===== src/rtl/icache_downstream_rxdat_responder_pkg.sv =====
// Shared types, constants and the line-data pattern for the icache downstream responder.
// Sizes follow the icache line geometry: 64-byte lines, 512-bit data beats.
package icache_downstream_rxdat_responder_pkg;

    localparam int ICACHE_DATA_WIDTH      = 512;
    localparam int ICACHE_ADDR_WIDTH      = 32;
    localparam int ICACHE_REQ_TXNID_WIDTH = 4;
    localparam int MSHR_ENTRY_INDEX_WIDTH = 2;
    localparam int OPCODE_WIDTH           = 3;
    localparam int LINE_OFFSET_BITS       = $clog2(ICACHE_DATA_WIDTH / 8);
    localparam int LINE_WORDS             = ICACHE_DATA_WIDTH / 32;

    typedef logic [ICACHE_ADDR_WIDTH-1:0] addr_t;
    typedef logic [OPCODE_WIDTH-1:0]      opcode_t;

    localparam opcode_t DOWNSTREAM_RD_OPCODE = 3'd1;
    localparam opcode_t UPSTREAM_OPCODE      = 3'd4;

    typedef struct packed {
        addr_t                             addr;
        logic [ICACHE_REQ_TXNID_WIDTH-1:0] txnid;
        logic [MSHR_ENTRY_INDEX_WIDTH-1:0] entry_idx;
        logic                              lineA;
        opcode_t                           opcode;
    } downstream_txreq_t;

    // Data low half [W/2-1:0] feeds icache array A, high half feeds array B.
    typedef struct packed {
        logic [ICACHE_DATA_WIDTH-1:0]      downstream_rxdat_data;
        logic [ICACHE_REQ_TXNID_WIDTH-1:0] downstream_rxdat_txnid;
        logic [MSHR_ENTRY_INDEX_WIDTH-1:0] entry_idx;
        logic                              lineA;
        opcode_t                           downstream_rxdat_opcode;
    } downstream_rxdat_t;

    typedef enum logic [1:0] {
        ST_IDLE,
        ST_WAIT,
        ST_SEND
    } rsp_state_e;

    function automatic logic [ICACHE_DATA_WIDTH-1:0] gen_line_data(
        input logic [23:0] line_addr,
        input logic [31:0] seed
    );
        logic [ICACHE_DATA_WIDTH-1:0] data;
        data = '0;
        for (int w = 0; w < LINE_WORDS; w++) begin
            data[w*32 +: 32] = {line_addr, 8'(w)} ^ seed;
        end
        return data;
    endfunction

endpackage


===== src/rtl/icache_downstream_rxdat_responder_if.sv =====
// Request and line-data channels between the icache MSHR (master) and its downstream responder (slave).
interface icache_downstream_rxdat_responder_if;
    import icache_downstream_rxdat_responder_pkg::*;

    logic              downstream_txreq_vld;
    logic              downstream_txreq_rdy;
    downstream_txreq_t downstream_txreq_pld;
    logic              downstream_rxdat_vld;
    logic              downstream_rxdat_rdy;
    downstream_rxdat_t downstream_rxdat_pld;
    logic              rsp_busy;

    modport master (
        output downstream_txreq_vld, downstream_txreq_pld, downstream_rxdat_rdy,
        input  downstream_txreq_rdy, downstream_rxdat_vld, downstream_rxdat_pld, rsp_busy
    );

    modport slave (
        input  downstream_txreq_vld, downstream_txreq_pld, downstream_rxdat_rdy,
        output downstream_txreq_rdy, downstream_rxdat_vld, downstream_rxdat_pld, rsp_busy
    );

endinterface


===== src/rtl/icache_rsp_req_fifo.sv =====
// Synchronous FIFO holding outstanding miss requests in arrival order.
// Pointers carry an extra wrap bit so full and empty are distinguishable without a counter.
module icache_rsp_req_fifo #(
    parameter int DEPTH = 4,
    parameter int WIDTH = 8
) (
    input  logic                     clk,
    input  logic                     rst_n,
    input  logic                     push,
    input  logic [WIDTH-1:0]         push_data,
    input  logic                     pop,
    output logic [WIDTH-1:0]         head,
    output logic                     full,
    output logic                     empty,
    output logic [$clog2(DEPTH):0]   count
);

    localparam int           AW        = $clog2(DEPTH);
    localparam logic [AW:0]  DEPTH_CNT = (AW + 1)'(DEPTH);
    localparam logic [AW:0]  PTR_ONE   = (AW + 1)'(1);

    logic [WIDTH-1:0] mem_q [DEPTH];
    logic [AW:0]      wr_ptr_q, wr_ptr_d;
    logic [AW:0]      rd_ptr_q, rd_ptr_d;

    // NOTE: every variable gets its default before any branch so no latch is inferred.
    always_comb begin
        wr_ptr_d = wr_ptr_q;
        rd_ptr_d = rd_ptr_q;
        if (push) wr_ptr_d = wr_ptr_q + PTR_ONE;
        if (pop)  rd_ptr_d = rd_ptr_q + PTR_ONE;
    end

    // NOTE: state flops use non-blocking assignments so all of them update together at the edge.
    always_ff @(posedge clk or negedge rst_n) begin
        if (!rst_n) begin
            wr_ptr_q <= '0;
            rd_ptr_q <= '0;
        end else begin
            wr_ptr_q <= wr_ptr_d;
            rd_ptr_q <= rd_ptr_d;
        end
    end

    // NOTE: storage is not reset; an entry is only read after a push has written it.
    always_ff @(posedge clk) begin
        if (push) mem_q[wr_ptr_q[AW-1:0]] <= push_data;
    end

    assign count = wr_ptr_q - rd_ptr_q;
    assign full  = (count == DEPTH_CNT);
    assign empty = (wr_ptr_q == rd_ptr_q);
    assign head  = mem_q[rd_ptr_q[AW-1:0]];

endmodule


===== src/rtl/icache_downstream_rxdat_responder.sv =====
// Memory stand-in for icache line fills: queues miss requests, waits RSP_LATENCY cycles,
// then returns one full line per request, strictly in order with one line outstanding.
module icache_downstream_rxdat_responder
    import icache_downstream_rxdat_responder_pkg::*;
#(
    parameter int          REQ_FIFO_DEPTH = 4,
    parameter int          RSP_LATENCY    = 8,
    parameter logic [31:0] DATA_SEED      = 32'h1CAC_0000
) (
    input logic                                clk,
    input logic                                rst_n,
    icache_downstream_rxdat_responder_if.slave bus
);

    localparam int         AW       = $clog2(REQ_FIFO_DEPTH);
    localparam logic [7:0] CNT_LOAD = 8'(RSP_LATENCY - 1);
    localparam logic [AW:0] CNT_ONE = (AW + 1)'(1);

    downstream_txreq_t head;
    logic              fifo_full, fifo_empty;
    logic [AW:0]       fifo_count;
    logic              push_fire, pop_fire, more_after_pop;

    rsp_state_e        state_q, state_d;
    logic [7:0]        cnt_q, cnt_d;
    logic              vld_q, vld_d;
    downstream_rxdat_t pld_q, pld_d;

    icache_rsp_req_fifo #(
        .DEPTH (REQ_FIFO_DEPTH),
        .WIDTH ($bits(downstream_txreq_t))
    ) u_req_fifo (
        .clk       (clk),
        .rst_n     (rst_n),
        .push      (push_fire),
        .push_data (bus.downstream_txreq_pld),
        .pop       (pop_fire),
        .head      (head),
        .full      (fifo_full),
        .empty     (fifo_empty),
        .count     (fifo_count)
    );

    assign push_fire      = bus.downstream_txreq_vld && !fifo_full;
    assign more_after_pop = (fifo_count > CNT_ONE) || push_fire;

    always_comb begin
        state_d  = state_q;
        cnt_d    = cnt_q;
        vld_d    = vld_q;
        pld_d    = pld_q;
        pop_fire = 1'b0;
        case (state_q)
            // Starting on the push edge itself makes the first beat land exactly RSP_LATENCY cycles later.
            ST_IDLE: begin
                if (!fifo_empty || push_fire) begin
                    cnt_d   = CNT_LOAD;
                    state_d = ST_WAIT;
                end
            end
            ST_WAIT: begin
                if (cnt_q == 8'd0) begin
                    pld_d.downstream_rxdat_data   = gen_line_data(head.addr[LINE_OFFSET_BITS +: 24], DATA_SEED);
                    pld_d.downstream_rxdat_txnid  = head.txnid;
                    pld_d.entry_idx               = head.entry_idx;
                    pld_d.lineA                   = head.lineA;
                    pld_d.downstream_rxdat_opcode = (head.opcode == DOWNSTREAM_RD_OPCODE) ? UPSTREAM_OPCODE
                                                                                        : head.opcode;
                    vld_d   = 1'b1;
                    state_d = ST_SEND;
                end else begin
                    cnt_d = cnt_q - 8'd1;
                end
            end
            ST_SEND: begin
                if (bus.downstream_rxdat_rdy) begin
                    pop_fire = 1'b1;
                    vld_d    = 1'b0;
                    if (more_after_pop) begin
                        cnt_d   = CNT_LOAD;
                        state_d = ST_WAIT;
                    end else begin
                        state_d = ST_IDLE;
                    end
                end
            end
            default: state_d = ST_IDLE;
        endcase
    end

    always_ff @(posedge clk or negedge rst_n) begin
        if (!rst_n) begin
            state_q <= ST_IDLE;
            cnt_q   <= '0;
            vld_q   <= 1'b0;
            pld_q   <= '0;
        end else begin
            state_q <= state_d;
            cnt_q   <= cnt_d;
            vld_q   <= vld_d;
            pld_q   <= pld_d;
        end
    end

    assign bus.downstream_txreq_rdy = !fifo_full;
    assign bus.downstream_rxdat_vld = vld_q;
    assign bus.downstream_rxdat_pld = pld_q;
    assign bus.rsp_busy             = !fifo_empty || (state_q != ST_IDLE);

    // Byte offset and bits above the 24-bit line address do not shape the data pattern.
    logic unused_addr_bits;
    assign unused_addr_bits = ^{head.addr[LINE_OFFSET_BITS-1:0],
                                head.addr[ICACHE_ADDR_WIDTH-1:LINE_OFFSET_BITS+24]};

endmodule


===== src/flat_wrapper.sv =====
// flat-port wrapper written by rule: the top's interface ports become plain ports
module icache_downstream_rxdat_responder_flat import icache_downstream_rxdat_responder_pkg::*;
#(
    parameter int          REQ_FIFO_DEPTH = 4,
    parameter int          RSP_LATENCY    = 8,
    parameter logic [31:0] DATA_SEED      = 32'h1CAC_0000
)
  (clk, rst_n, bus_downstream_txreq_vld, bus_downstream_txreq_pld, bus_downstream_rxdat_rdy, bus_downstream_txreq_rdy, bus_downstream_rxdat_vld, bus_downstream_rxdat_pld, bus_rsp_busy);
  icache_downstream_rxdat_responder_if bus_i ();
  input logic clk;
  input logic rst_n;
  input wire logic [$bits(bus_i.downstream_txreq_vld)-1:0] bus_downstream_txreq_vld;
  input wire logic [$bits(bus_i.downstream_txreq_pld)-1:0] bus_downstream_txreq_pld;
  input wire logic [$bits(bus_i.downstream_rxdat_rdy)-1:0] bus_downstream_rxdat_rdy;
  output wire logic [$bits(bus_i.downstream_txreq_rdy)-1:0] bus_downstream_txreq_rdy;
  output wire logic [$bits(bus_i.downstream_rxdat_vld)-1:0] bus_downstream_rxdat_vld;
  output wire logic [$bits(bus_i.downstream_rxdat_pld)-1:0] bus_downstream_rxdat_pld;
  output wire logic [$bits(bus_i.rsp_busy)-1:0] bus_rsp_busy;
  assign bus_i.downstream_txreq_vld = bus_downstream_txreq_vld;
  assign bus_i.downstream_txreq_pld = bus_downstream_txreq_pld;
  assign bus_i.downstream_rxdat_rdy = bus_downstream_rxdat_rdy;
  assign bus_downstream_txreq_rdy = bus_i.downstream_txreq_rdy;
  assign bus_downstream_rxdat_vld = bus_i.downstream_rxdat_vld;
  assign bus_downstream_rxdat_pld = bus_i.downstream_rxdat_pld;
  assign bus_rsp_busy = bus_i.rsp_busy;
  icache_downstream_rxdat_responder #(.REQ_FIFO_DEPTH(REQ_FIFO_DEPTH), .RSP_LATENCY(RSP_LATENCY), .DATA_SEED(DATA_SEED)) u_core (.clk(clk), .rst_n(rst_n), .bus(bus_i));
endmodule

===== config.mk =====
export PLATFORM = sky130hd
export DESIGN_NAME = icache_downstream_rxdat_responder_flat
export DESIGN_NICKNAME = d
export VERILOG_FILES = /design/src/rtl/icache_downstream_rxdat_responder_pkg.sv /design/src/rtl/icache_downstream_rxdat_responder_if.sv /design/src/rtl/icache_rsp_req_fifo.sv /design/src/rtl/icache_downstream_rxdat_responder.sv /design/src/flat_wrapper.sv
export SDC_FILE = /design/constraint.sdc
export NUM_CORES = 1
export LEC_CHECK = 0
export ABC_AREA = 1
export CORE_AREA = 2 2 225 227
export DETAILED_ROUTE_END_ITERATION = 16
export DIE_AREA = 0 0 227 229
export PLACE_DENSITY = 0.58
export SYNTH_ARGS = -nofsm -noshare
export SYNTH_HDL_FRONTEND = slang
export SYNTH_HIERARCHICAL = 1
export SYNTH_SLANG_ARGS = --single-unit

===== constraint.sdc =====
create_clock -name clk -period 3.6 [get_ports clk]
set_clock_uncertainty 0.05 [all_clocks]
set_input_delay 0.54 -clock clk [delete_from_list [all_inputs] [get_ports clk]]
set_output_delay 0.54 -clock clk [all_outputs]
set_load 0.05 [all_outputs]

## Word level (Yosys, flattened, before mapping)

Memory sizes are Yosys's and may differ from the RTL's.
Cells that the tools add are included.
Widths: inputs -> output; s select.

| word-level totals | value |
|---|---|
| register bits | 443 |
| bits in writable memories | 168 |
| logic and storage cells | 60 |
| memories | 1 |

| operators by class | value |
|---|---|
| $add $sub $neg | 4 |
| order comparisons | 1 |
| equality and inequality tests | 10 |
| multiplexer cells | 18 |
| bitwise operators | 1 |
| reduce and logical (&&, ||, !) cells | 15 |

Memory list:

| name | words | width | read ports | clocked after memory_dff | write ports | line | RTL |
|---|---|---|---|---|---|---|---|
| u_core.u_req_fifo.mem_q | 4 | 42 | 1 | 0 | 1 | icache_rsp_req_fifo.sv:22 | `logic [WIDTH-1:0] mem_q [DEPTH];` |

Operators with widths:

| operator | number |
|---|---|
| $mux 8 | 4 |
| $pmux 8 s3 | 1 |
| $logic_not 8->1 | 1 |
| $sub 8x1->8 const B | 1 |
| $mux 1 | 7 |
| $not 7->7 | 1 |
| $add 3x1->3 const B | 2 |
| $mux 2 | 3 |
| $ne 2x1->1 const B | 3 |
| $pmux 2 s3 | 1 |
| $reduce_and 3->1 | 2 |
| $reduce_and 5->1 | 1 |
| $ne 2x2->1 const B | 2 |
| $reduce_bool 2->1 | 2 |
| $eq 3x1->1 const B | 1 |
| $eq 3x3->1 | 1 |
| $eq 3x3->1 const B | 1 |
| $gt 3x1->1 const B | 1 |
| $logic_or 1x1->1 | 3 |
| $mux 3 | 1 |
| $reduce_bool 3->1 | 1 |
| $sub 3x3->3 | 1 |
| $eq 2x1->1 const B | 1 |
| $eq 2x2->1 const B | 1 |
| 5 further kinds | 6 |

## Longest topological paths before layout

| depth | value |
|---|---|
| word-level depth | 8 |
| gate-level depth with buffers | 14 |
| depth with buffers taken out | 14 |

## Cells and area by module

The synthesis kept the hierarchy.

Modules (own cells, without submodules):

| module | times used | cells each | area an instance (um^2) | sequential area each (um^2) |
|---|---|---|---|---|
| icache_rsp_req_fifo | 1 | 540 | 7278.2 | 5195.0 |
| icache_downstream_rxdat_responder | 1 | 727 | 5713.0 | 1151.1 |

## Worst setup path after synthesis

OpenSTA, ideal clock, no wires.

| timing path | value |
|---|---|
| kind | reg-to-reg |
| start | reg u_core.u_req_fifo.wr_ptr_q[0] |
| end | mem u_core/u_req_fifo/mem_q[3][0] in the netlist's numbering, enable pin |
| setup time | 0.396 ns |
| arrival | 2.965 ns |
| data required time | 3.154 ns |
| slack | 0.188 ns |
| stages on the path, launching flop included | 12 |
| path buffers | 0 |
| period minus slack after synthesis | 3.412 ns |
| cell sequence | dfrtp_1 -> inv_1 -> ha_1 -> inv_1 -> fa_1 -> or2_2 -> a21oi_1 -> inv_1 -> nand2_1 -> inv_1 -> nand2_1 -> inv_1 |

| on the way | value |
|---|---|
| cells in the longest elaborated chain, start to end | 6 |

Ends and longest elaborated chain:

| element | line | RTL |
|---|---|---|
| start: declaration | icache_rsp_req_fifo.sv:23 | `logic [AW:0] wr_ptr_q, wr_ptr_d;` |
| start signal: assignment | icache_rsp_req_fifo.sv:40 | `wr_ptr_q <= wr_ptr_d;` |
| $sub 3x3->3 | icache_rsp_req_fifo.sv:50 | `assign count = wr_ptr_q - rd_ptr_q;` |
| via u_core.fifo_count[1] | icache_downstream_rxdat_responder.sv:21 | `logic [AW:0] fifo_count;` |
| $eq 3x3->1 | icache_rsp_req_fifo.sv:51 | `assign full = (count == DEPTH_CNT);` |
| via u_core.fifo_full | icache_downstream_rxdat_responder.sv:20 | `logic fifo_full, fifo_empty;` |
| $logic_not 1->1 | -- |  |
| via bus_downstream_txreq_rdy | flat_wrapper.sv:15 | `output wire logic [$bits(bus_i.downstream_txreq_rdy)-1:0] bus_downstream_txreq_rdy;` |
| $logic_and 1x1->1 | icache_downstream_rxdat_responder.sv:44 | `assign push_fire = bus.downstream_txreq_vld && !fifo_full;` |
| via u_core.push_fire | icache_downstream_rxdat_responder.sv:22 | `logic push_fire, pop_fire, more_after_pop;` |
| $mux 1 | icache_rsp_req_fifo.sv:47 | `if (push) mem_q[wr_ptr_q[AW-1:0]] <= push_data;` |
| $mux 1 (implied by the code) | icache_rsp_req_fifo.sv:47 |  |
| end: declaration | icache_rsp_req_fifo.sv:22 |  |

The timed path passes the listed nets, and every way through them passes these cells.

## Worst setup path in the final report

| timing path | value |
|---|---|
| start | reg u_core.u_req_fifo.wr_ptr_q[0] |
| end | mem u_core/u_req_fifo/mem_q[3][28] in the netlist's numbering, enable pin |

| on the way | value |
|---|---|
| cells in the longest elaborated chain, start to end | 6 |

Ends and longest elaborated chain:

| element | line |
|---|---|
| $sub 3x3->3 | icache_rsp_req_fifo.sv:50 |
| via u_core.fifo_count[1] | icache_downstream_rxdat_responder.sv:21 |
| $eq 3x3->1 | icache_rsp_req_fifo.sv:51 |
| via u_core.fifo_full | icache_downstream_rxdat_responder.sv:20 |
| $logic_not 1->1 | icache_downstream_rxdat_responder.sv:44 |
| $logic_and 1x1->1 | icache_downstream_rxdat_responder.sv:44 |
| via u_core.push_fire | icache_downstream_rxdat_responder.sv:22 |
| $mux 1 | icache_rsp_req_fifo.sv:47 |
| $mux 1 (implied by the code) | icache_rsp_req_fifo.sv:47 |

The timed path passes the listed nets, and every way through them passes these cells.

==> impl_results.md <==
* Max Cap Viol at 0
* Site row count at 82
* GRT Total Usage at 0.0896
* Clock root buffer: clkbuf_16
* Area Overhead vs Synth at 22.2%
* Gr ovfl total at 0
* Crit path DAT at 3100 ps
* RSZ-0062 raised after global routing: false
* WL met3 at 1410 um
* FF-to-FF Start: u_core/u_req_fifo/wr_ptr_q[0]$_DFFE_PN0P_
* Post-route DRC at 0
* Largest fanout on the critical path at 34
* I/O Buffers at 466
* Iteration-0 DRC Markers at 240
* GP Congestion at 0.681
* CTS H-Tree Depth at 4
* WL met2 at 13400 um
* Post-Layout Cell Count at 1926
* Die H at 229 um
* Clock-pin transition on the worst setup and hold timing paths at 80 ps
* Hold Path Class: primary input to asynchronous set/reset pin
* Worst Max-Slew Pin Slew at 1010 ps
* First-pass GRT wire length at 35800 um
* CP bufs+invs at 5
* Post-Route WL at 24900 um
* Max_slew headroom at 0.329
* Number of diodes at 0
* Placed Cells at 1894
* Metal-1 WL at 9680 um
* Crit Path Class: register to register
* Hold Buf Count CTS at 0
* Share of cells above drive strength 1 at 0.0702
* CTS Buf Count at 17
* Syn. warnings at 6
* Final nets at 1297
* RR Endpoint: u_core/u_req_fifo/mem_q[3][28]$_DFFE_PP_
* Endpoints failing hold at 0
* Critical path's slowest cell: inv_2
* Post-CTS resize count at 0
* Worst Reg-to-Reg Cells at 11
* WL/cell at 12.9 um
* DR vias at 6837
* Antenna violations before repair at 2
* Dpl hpwl at 17100 um
* Initial Util at 0.236
* CTS tree: yes
* Filler cells at 5139
* CP most frequent cell: inv_1
* Uppermost layer routed: met5
* Setup_tns at 0 ps
* Fin crit share at 0.857
* Register area at 5390 sq um
* Max stage delay on crit path at 690 ps
* CP top delay family: buffers and inverters
* CTS Sinks at 188
* Slew Limit Fails at 0
* Gate Count Post-Synth at 1179
* Highest achievable clock rate at 0.324 GHz
* CP required at 3610 ps
* Die W at 227 um
* Vias in the first global route at 6076
* Setup crit end kind: register
* Largest net degree at the start of global routing at 80
* Clock Latency Late Sink at 440 ps
* # setup viols final at 0
* Final min period at 3080 ps
* Drt first pass iters at 4
* Multi-input combinational cell area at 2390 sq um
* Core area at 49700 sq um
* Die ar. at 52000 sq um
* Status: complete, no violations
* Vias/cell at 3.55
* Mean Syn Cell Area at 9.95 sq um
* Slack of the worst reg-to-reg path at 520 ps
* Startpoint Class: register
* Longest Clk Path Bufs at 2
* Post-route antenna net violation count at 0
* CP Cell Sequence: inv_1, ha_1, inv_1, fa_1, or2_2, a21oi_1, inv_1, nand2_1, inv_1, nand2_1, inv_2
* Synth Cell Area at 11700 sq um
* Postcts setup bufs at 0
* Io pins at 571
-- routing by layer --
metal  GRT usage  vias to the layer above
met5           0                        -
met4      0.0302                        4
met3      0.0199                       22
met2       0.168                      222
met1      0.0980                     3268
li1            -                     3321
-- metrics by stage --
step / hold WS [ps] / area [sq um] / utilization / worst slack [ps]
global placement: 410 / 13700 / 0.276 / 505
CTS: 138 / 14300 / 0.289 / 476
floorplan: 194 / 12100 / - / 350
detailed placement: 419 / 13700 / 0.276 / 473
global route: 164 / 14300 / 0.289 / 268
finish: 113 / 14300 / 0.289 / 516
-- state kept, by name (all words and copies together), names as in the netlist --
register	flops
u_core/bus.downstream_rxdat_pld	35
u_core/bus.downstream_rxdat_vld	1
u_core/cnt_q	8
u_core/state_q	2
u_core/u_req_fifo/mem_q	136
u_core/u_req_fifo/rd_ptr_q	3
u_core/u_req_fifo/wr_ptr_q	3
-- final cells by class --
class | instances | share of cell area
clock buffer | 17 | 0.0297
clock inverter | 15 | 0.0155
timing repair buffer | 472 | 0.328
inverter | 94 | 0.0246
multi-input combinational | 468 | 0.167
sequential | 188 | 0.376
tap | 672 | 0.0587
-- cell usage in the layout (no fill, tap or decap), types with 5 or more instances in the layout --
cell / n
a21oi_1: 38
buf_4: 8
clkbuf_16: 17
clkdlybuf4s50_1: 464
clkinv_8: 6
conb_1: 96
dfrtp_1: 50
edfxtp_1: 136
ha_1: 9
inv_1: 90
nand2_1: 175
nand3_1: 33
nor2_1: 12
o211ai_2: 34
o21ai_0: 46
xor2_1: 5
-- worst max path at each step --
stage / startpoint / depth (start not counted) / slack, ps / end
global route: u_core/u_req_fifo/wr_ptr_q[0]$_DFFE_PN0P_ / 11 / 270 / u_core/u_req_fifo/mem_q[3][33]$_DFFE_PP_
floorplan: u_core/u_req_fifo/wr_ptr_q[0]$_DFFE_PN0P_ / 11 / 350 / u_core/u_req_fifo/mem_q[3][0]$_DFFE_PP_
CTS: u_core/u_req_fifo/wr_ptr_q[0]$_DFFE_PN0P_ / 11 / 480 / u_core/u_req_fifo/mem_q[3][9]$_DFFE_PP_
detailed placement: u_core/u_req_fifo/wr_ptr_q[0]$_DFFE_PN0P_ / 11 / 470 / u_core/u_req_fifo/mem_q[3][7]$_DFFE_PP_
finish: u_core/u_req_fifo/wr_ptr_q[0]$_DFFE_PN0P_ / 11 / 520 / u_core/u_req_fifo/mem_q[3][28]$_DFFE_PP_
global placement: u_core/u_req_fifo/wr_ptr_q[0]$_DFFE_PN0P_ / 11 / 500 / u_core/u_req_fifo/mem_q[3][9]$_DFFE_PP_
Power is left out: the tool's default activity adds up to more than one toggle a clock period on the data nets, which glitch-free logic cannot reach.
